`src/rtl/rx_length_decoder.sv`:
```
// Receive header decoder: finds the VLAN tag and length/type field, and turns the
// length into padded/actual 64-bit word counts plus enable levels for the data-field counter.
module rx_length_decoder #(
  parameter int MIN_UNTAGGED = 46,
  parameter int MIN_TAGGED   = 42,
  parameter int MAX_LEN      = 1500
) (
  input  logic        rxclk,
  input  logic        reset,
  input  logic        frame_start,
  input  logic        word_valid,
  input  logic [63:0] rxd64,
  input  logic        end_data_cnt,
  input  logic        frame_end,
  input  logic        frame_abort,
  output logic        start_data_cnt,
  output logic        start_tagged_cnt,
  output logic        tagged_frame,
  output logic        length_is_type,
  output logic        len_valid,
  output logic [12:0] integer_cnt,
  output logic [12:0] small_integer_cnt,
  output logic [2:0]  data_rem,
  output logic [2:0]  small_rem
);

  typedef enum logic [1:0] {IDLE, HDR1, TAG, DATA} state_t;
  state_t state;

  logic [15:0] fld_hdr, fld_tag, len_sel, min_len, padded;
  logic        is_type;
  logic [12:0] int_nxt, small_nxt;
  logic [2:0]  rem_nxt, small_rem_nxt;
  logic        unused_lanes;

  // Byte 12 (lane 4 of word 1) and byte 16 (lane 0 of word 2) are the field MSBs.
  assign fld_hdr      = {rxd64[39:32], rxd64[47:40]};
  assign fld_tag      = {rxd64[7:0], rxd64[15:8]};
  assign unused_lanes = ^{rxd64[63:48], rxd64[31:16]};

  always_comb begin
    len_sel       = (state == TAG) ? fld_tag : fld_hdr;
    min_len       = (state == TAG) ? 16'(MIN_TAGGED) : 16'(MIN_UNTAGGED);
    padded        = (len_sel < min_len) ? min_len : len_sel;
    is_type       = (len_sel > 16'(MAX_LEN));
    int_nxt       = padded[15:3];
    rem_nxt       = padded[2:0];
    small_nxt     = len_sel[15:3];
    small_rem_nxt = len_sel[2:0];
    if (is_type) begin
      int_nxt       = 13'h1FFF;
      rem_nxt       = 3'd0;
      small_nxt     = 13'h1FFF;
      small_rem_nxt = 3'd0;
    end
  end

  always_ff @(posedge rxclk or posedge reset) begin
    if (reset) begin
      state             <= IDLE;
      start_data_cnt    <= 1'b0;
      start_tagged_cnt  <= 1'b0;
      tagged_frame      <= 1'b0;
      length_is_type    <= 1'b0;
      len_valid         <= 1'b0;
      integer_cnt       <= 13'd0;
      small_integer_cnt <= 13'd0;
      data_rem          <= 3'd0;
      small_rem         <= 3'd0;
    end else begin
      len_valid <= 1'b0;
      if (frame_abort && state != IDLE) begin
        state            <= IDLE;
        start_data_cnt   <= 1'b0;
        start_tagged_cnt <= 1'b0;
        tagged_frame     <= 1'b0;
      end else if (frame_start && word_valid) begin
        state            <= HDR1;
        start_data_cnt   <= 1'b0;
        start_tagged_cnt <= 1'b0;
        tagged_frame     <= 1'b0;
        length_is_type   <= 1'b0;
      end else begin
        case (state)
          HDR1, TAG: begin
            if (frame_end) begin
              state <= IDLE;
            end else if (word_valid) begin
              if (state == HDR1 && fld_hdr == 16'h8100) begin
                tagged_frame <= 1'b1;
                state        <= TAG;
              end else begin
                state             <= DATA;
                start_data_cnt    <= 1'b1;
                start_tagged_cnt  <= (state == TAG);
                length_is_type    <= is_type;
                len_valid         <= 1'b1;
                integer_cnt       <= int_nxt;
                data_rem          <= rem_nxt;
                small_integer_cnt <= small_nxt;
                small_rem         <= small_rem_nxt;
              end
            end
          end
          DATA: begin
            // A type frame has no meaningful data length, so the counter's end is ignored.
            if (frame_end || (end_data_cnt && !length_is_type)) begin
              state            <= IDLE;
              start_data_cnt   <= 1'b0;
              start_tagged_cnt <= 1'b0;
            end
          end
          default: ;
        endcase
      end
    end
  end

endmodule

```
`config.mk`:
```
export PLATFORM = sky130hd
export DESIGN_NAME = rx_length_decoder
export DESIGN_NICKNAME = d
export VERILOG_FILES = /design/src/rtl/rx_length_decoder.sv
export SDC_FILE = /design/constraint.sdc
export NUM_CORES = 1
export LEC_CHECK = 0
export ABC_AREA = 1
export CAP_MARGIN = 25
export CORE_UTILIZATION = 44
export CTS_CLUSTER_SIZE = 28
export DETAILED_ROUTE_END_ITERATION = 10
export PLACE_DENSITY_LB_ADDON = 0.25
export SLEW_MARGIN = 5
export SYNTH_ARGS = -nofsm -noshare
export SYNTH_HDL_FRONTEND = slang
export SYNTH_SLANG_ARGS = --single-unit
```
`constraint.sdc`:
```
create_clock -name rxclk -period 4.85 [get_ports rxclk]
set_input_delay 0.97 -clock rxclk [delete_from_list [all_inputs] [get_ports rxclk]]
set_output_delay 0.97 -clock rxclk [all_outputs]
set_load 0.05 [all_outputs]
```
[Word-level counts from Yosys, hierarchy flattened]
Cells that the tools add are included.
Word-level totals
  register bits: 39
  output and inout bits: 37
  bits of input ports: 71
  word-level logic and storage cells: 91
Cells by class
  mux-type cells: 44
  equal/unequal tests: 12
  magnitude comparators: 2
  bitwise operators: 4
  reductions and logical operators: 19
Operators by type and width (count)
  $mux 16: 2
  $mux 1: 29
  $mux 13: 2
  $eq 16x16->1 const B: 1
  $gt 16x11->1 const B: 1
  $lt 16x6->1: 1
  $ne 4x4->1 const B: 4
  $mux 2: 5
  $reduce_and 5->1: 2
  $mux 3: 3
  $reduce_bool 3->1: 3
  $reduce_and 6->1: 1
  $reduce_bool 2->1: 3
  $ne 5x5->1 const B: 1
  $eq 2x2->1 const B: 2
  $logic_and 1x1->1: 4
  $not 1->1: 4
  $pmux 1 s2: 2
  $pmux 2 s2: 1
  $reduce_and 4->1: 1
  $reduce_bool 4->1: 1
  $ne 3x1->1 const B: 1
  $reduce_and 3->1: 1
  $eq 2x1->1 const B: 1
  other kinds (5): 5

[Logic depth before layout (Yosys ltp)]
  depth in word-level cells: 8
  mapped depth: 15
  gate-level depth less buffers: 14

[Least setup slack after synthesis]
Ideal clock, no wire load.
  path kind: input-to-reg
  start point: in word_valid
  end point: reg integer_cnt[0]
  setup time: 66 ps
  setup slack: 2806 ps
  data arrival time: 1979 ps
  data required time: 4784 ps
  cell stages on the path: 8
  path buffers: 1
  cells stage by stage: nand2_1 -> inv_1 -> nor2_1 -> nand3_1 -> inv_1 -> buf_2 -> nand2_1 -> nand2_1
Between the ends
  longest elaborated chain between the ends: 3
RTL lines
  from (decl): line 11  | input logic word_valid,
  $logic_and 1x1->1: line 77  | end else if (frame_start && word_valid) begin
  $not 1->1 (no source line)
  $reduce_and 6->1 (no source line) *
  to (signal assigned): line 98  | integer_cnt <= int_nxt;
  to (decl): line 21  | output logic [12:0] integer_cnt,
Every way passes the cells marked *; elsewhere a longest branch is shown, timed or not.
A chain may end at the register's enable or synchronous reset.

[Worst setup path in the final report]
  start point: in word_valid
  end point: reg integer_cnt[12]
Same word-level chain as after synthesis.

==> results.yml <==
timing:
  rsz0062_at_grt: "false"
  setup_violations: 0
  finalCritPeriodShare: 0.6509
  fin_crit_ps: 3157
  fmax_ghz: 0.3168
  slew-limit-headroom: 0.5038
  slew_violations: 0
  worst-slew-pin-transition_ps: 744.3
  hold_violations: 0
  finalSetupTns_ps: 0
  fin_skew_ps: 3.740
setup_path:
  worstPathRequired_ps: 5060
  crit_fanout: 32
  cp-start-kind: "primary input"
  cp-end-kind: "flop"
  ff2ff_path_depth: 9
  arrival_ps: 3360
  crit_type: "in2reg"
logic_synthesis:
  synth_ff_type: "dfrtp_1"
  post_synth.cell_area_avg_sq_um: 6.819
  synth_warnings: 0
  synthCells: 318
  seq_area_frac_synth: 0.4501
  synthesis.area_sq_mm: 0.002168
  synth.distinct_cells: 20
  netlist_top_cells_area: "dfrtp_1, nand2_1, inv_1"
  syn_nets: 394
  synth_top_area_cell: "dfrtp_1"
  async_flop_share: 1.000
  synth-edff-count: 0
  synth_commonest_cells: "nand2_1, dfrtp_1, inv_1"
  synth.most_common_cell: "nand2_1"
  ys_ff_latch: 39
  synth_top_area_frac: 0.4501
power:
  peakVddDrop_uv: 517.2
  power_density_mw_per_mm2: 634.2
  p_leak_uw: 0.001580
clocking:
  cts_inserted_buffers: 5
  cts_max_level: 2
  ctsResizeCount: 0
  clk_latency_ps: 280
  cts-root-buf: "clkbuf_8"
  cts_buffer_depth: 2
  clk_pin_slew_worst_paths_ps: 70
  clock-sinks: 39
  hold_buffers: 0
  post-cts-setup-buffers: 0
  cts_tree: "yes"
grt:
  grt_usage: 0.2106
  first_global_vias: 2000
  grt_pass1_wl_mm: 8.569
  gr-total-overflow: 0
  grt_max_degree: 40
  antenna_found_initial: 0
final_layout:
  area_delta_synth_final_pct: 40.39
  num-nets-final: 469
  final_core_util: 0.6445
  n_fill_cell: 438
  n_antenna_cell: 0
  drive_gt1_frac: 0.02792
  final_cell_area_sq_mm: 0.003044
hold_path:
  hold_depth: 2
  hold_path.class: "reg2reg"
placed_design:
  hpwlAfterDp_mm: 3.941
  place_area_sq_mm: 0.002959
  numPortBuffers: 75
  gp_congestion: 0.8508
die:
  die-width_um: 72.20
  rows: 25
  die_area_sq_mm: 0.005213
  pin_count: 108
  core-area_sq_mm: 0.004723
  fp.dieH_um: 72.20
  start_util: 0.4591
routing:
  dr.pass1.iters: 6
  via_per_inst: 4.547
  vias: 2096
  remaining_drc_errors: 0
  wl_mm: 5.070
  antenna_left: 0
  routedWlPerCell_um: 11.00
  drt_iter0_drc: 82
status:
  outcome: "complete, no violations"
job:
  cap_violations: 0
final cells by class:
type | instances | area, sq um | area share
well taps | 67 | 83.83 | 0.02754
clock inverters | 2 | 12.51 | 0.004110
flip-flops and latches | 39 | 975.9 | 0.3206
clock buffers | 6 | 72.57 | 0.02384
multi-input cells | 233 | 994.7 | 0.3268
inverters | 37 | 138.9 | 0.04562
repair buffers | 77 | 765.7 | 0.2515
where the power goes:
group	internal (uW)	switching [uW]	total [uW]	leakage [uW]
sequential	464	75.5	540	0.000479
clock	100	106	207	0.0000412
combinational	382	803	1180	0.00106
total	946	985	1930	0.00158
per-stage QoR:
step	cells	worst slack, ps	hold slack [ps]	total power [uW]
3_3_place_gp	453	1444	461.3	1716
4_1_cts	461	1690	484.0	1948
3_5_place_dp	453	1378	458.5	1734
2_1_floorplan	318	2806	595.0	1362
5_1_grt	461	1404	501.6	2053
6_report	461	1693	477.3	1930
worst paths after layout:
check | endpoint | from | slack (ps)
min in group asynchronous | small_integer_cnt[0] | reset | 1090
worst min-delay path | small_integer_cnt[1] | small_integer_cnt[1] | 480
worst max register to register | integer_cnt[12] | state[0] | 2120
max in group asynchronous | state[1] | reset | 3430
worst min register to register | small_integer_cnt[1] | small_integer_cnt[1] | 480
worst max-delay path | integer_cnt[12] | word_valid | 1690
registers in the layout (all words and copies together), names as in the netlist:
name / count
state: 2
tagged_frame: 1
data_rem: 3
len_valid: 1
integer_cnt: 13
small_integer_cnt: 13
start_tagged_cnt: 1
length_is_type: 1
start_data_cnt: 1
small_rem: 3
cell families (layout without fill, tap and decap cells):
logic type                 after synthesis  count (layout)  synth area share
and+or+nand+nor                        207             207            0.3756
buffers and inverters                   46             122           0.09117
DFF                                     39              39            0.4501
AOI/OAI and AO/OA                       21              21           0.05425
adders and majority gates                5               5           0.02885
cell usage in the layout (no fill, tap or decap):
master / instances
o21ai_2: 1
clkbuf_1: 1
nor2_1: 27
clkdlybuf4s50_1: 75
o211ai_1: 1
ha_1: 5
clkinv_2: 1
o21ai_0: 14
nand2_1: 156
o21a_1: 1
inv_2: 1
nand4_1: 6
buf_4: 2
nand3_1: 17
dfrtp_1: 39
clkbuf_8: 5
clkinvlp_4: 1
o21bai_1: 1
inv_1: 36
o22ai_1: 1
a21oi_1: 2
nor3_1: 1
per-layer routing:
layer / wire length [um] / GRT usage / share of wire
met1: 2220 / 0.2464 / 0.44
met2: 2631 / 0.3873 / 0.52
met3: 193 / 0.05000 / 0.038
met4: 24 / 0.05011 / 0.0047
met5: 0 / 0 / 0
critical path, cell delays in order:
cell and delay [ps]:
clkdlybuf4s50_1 490, nand2_1 160, inv_1 70, nor2_1 290, nand3_1 120, buf_4 250
inv_1 350, nand3_1 460, nand2_1 190
Note: power is estimated with default switching activity, not from simulation.
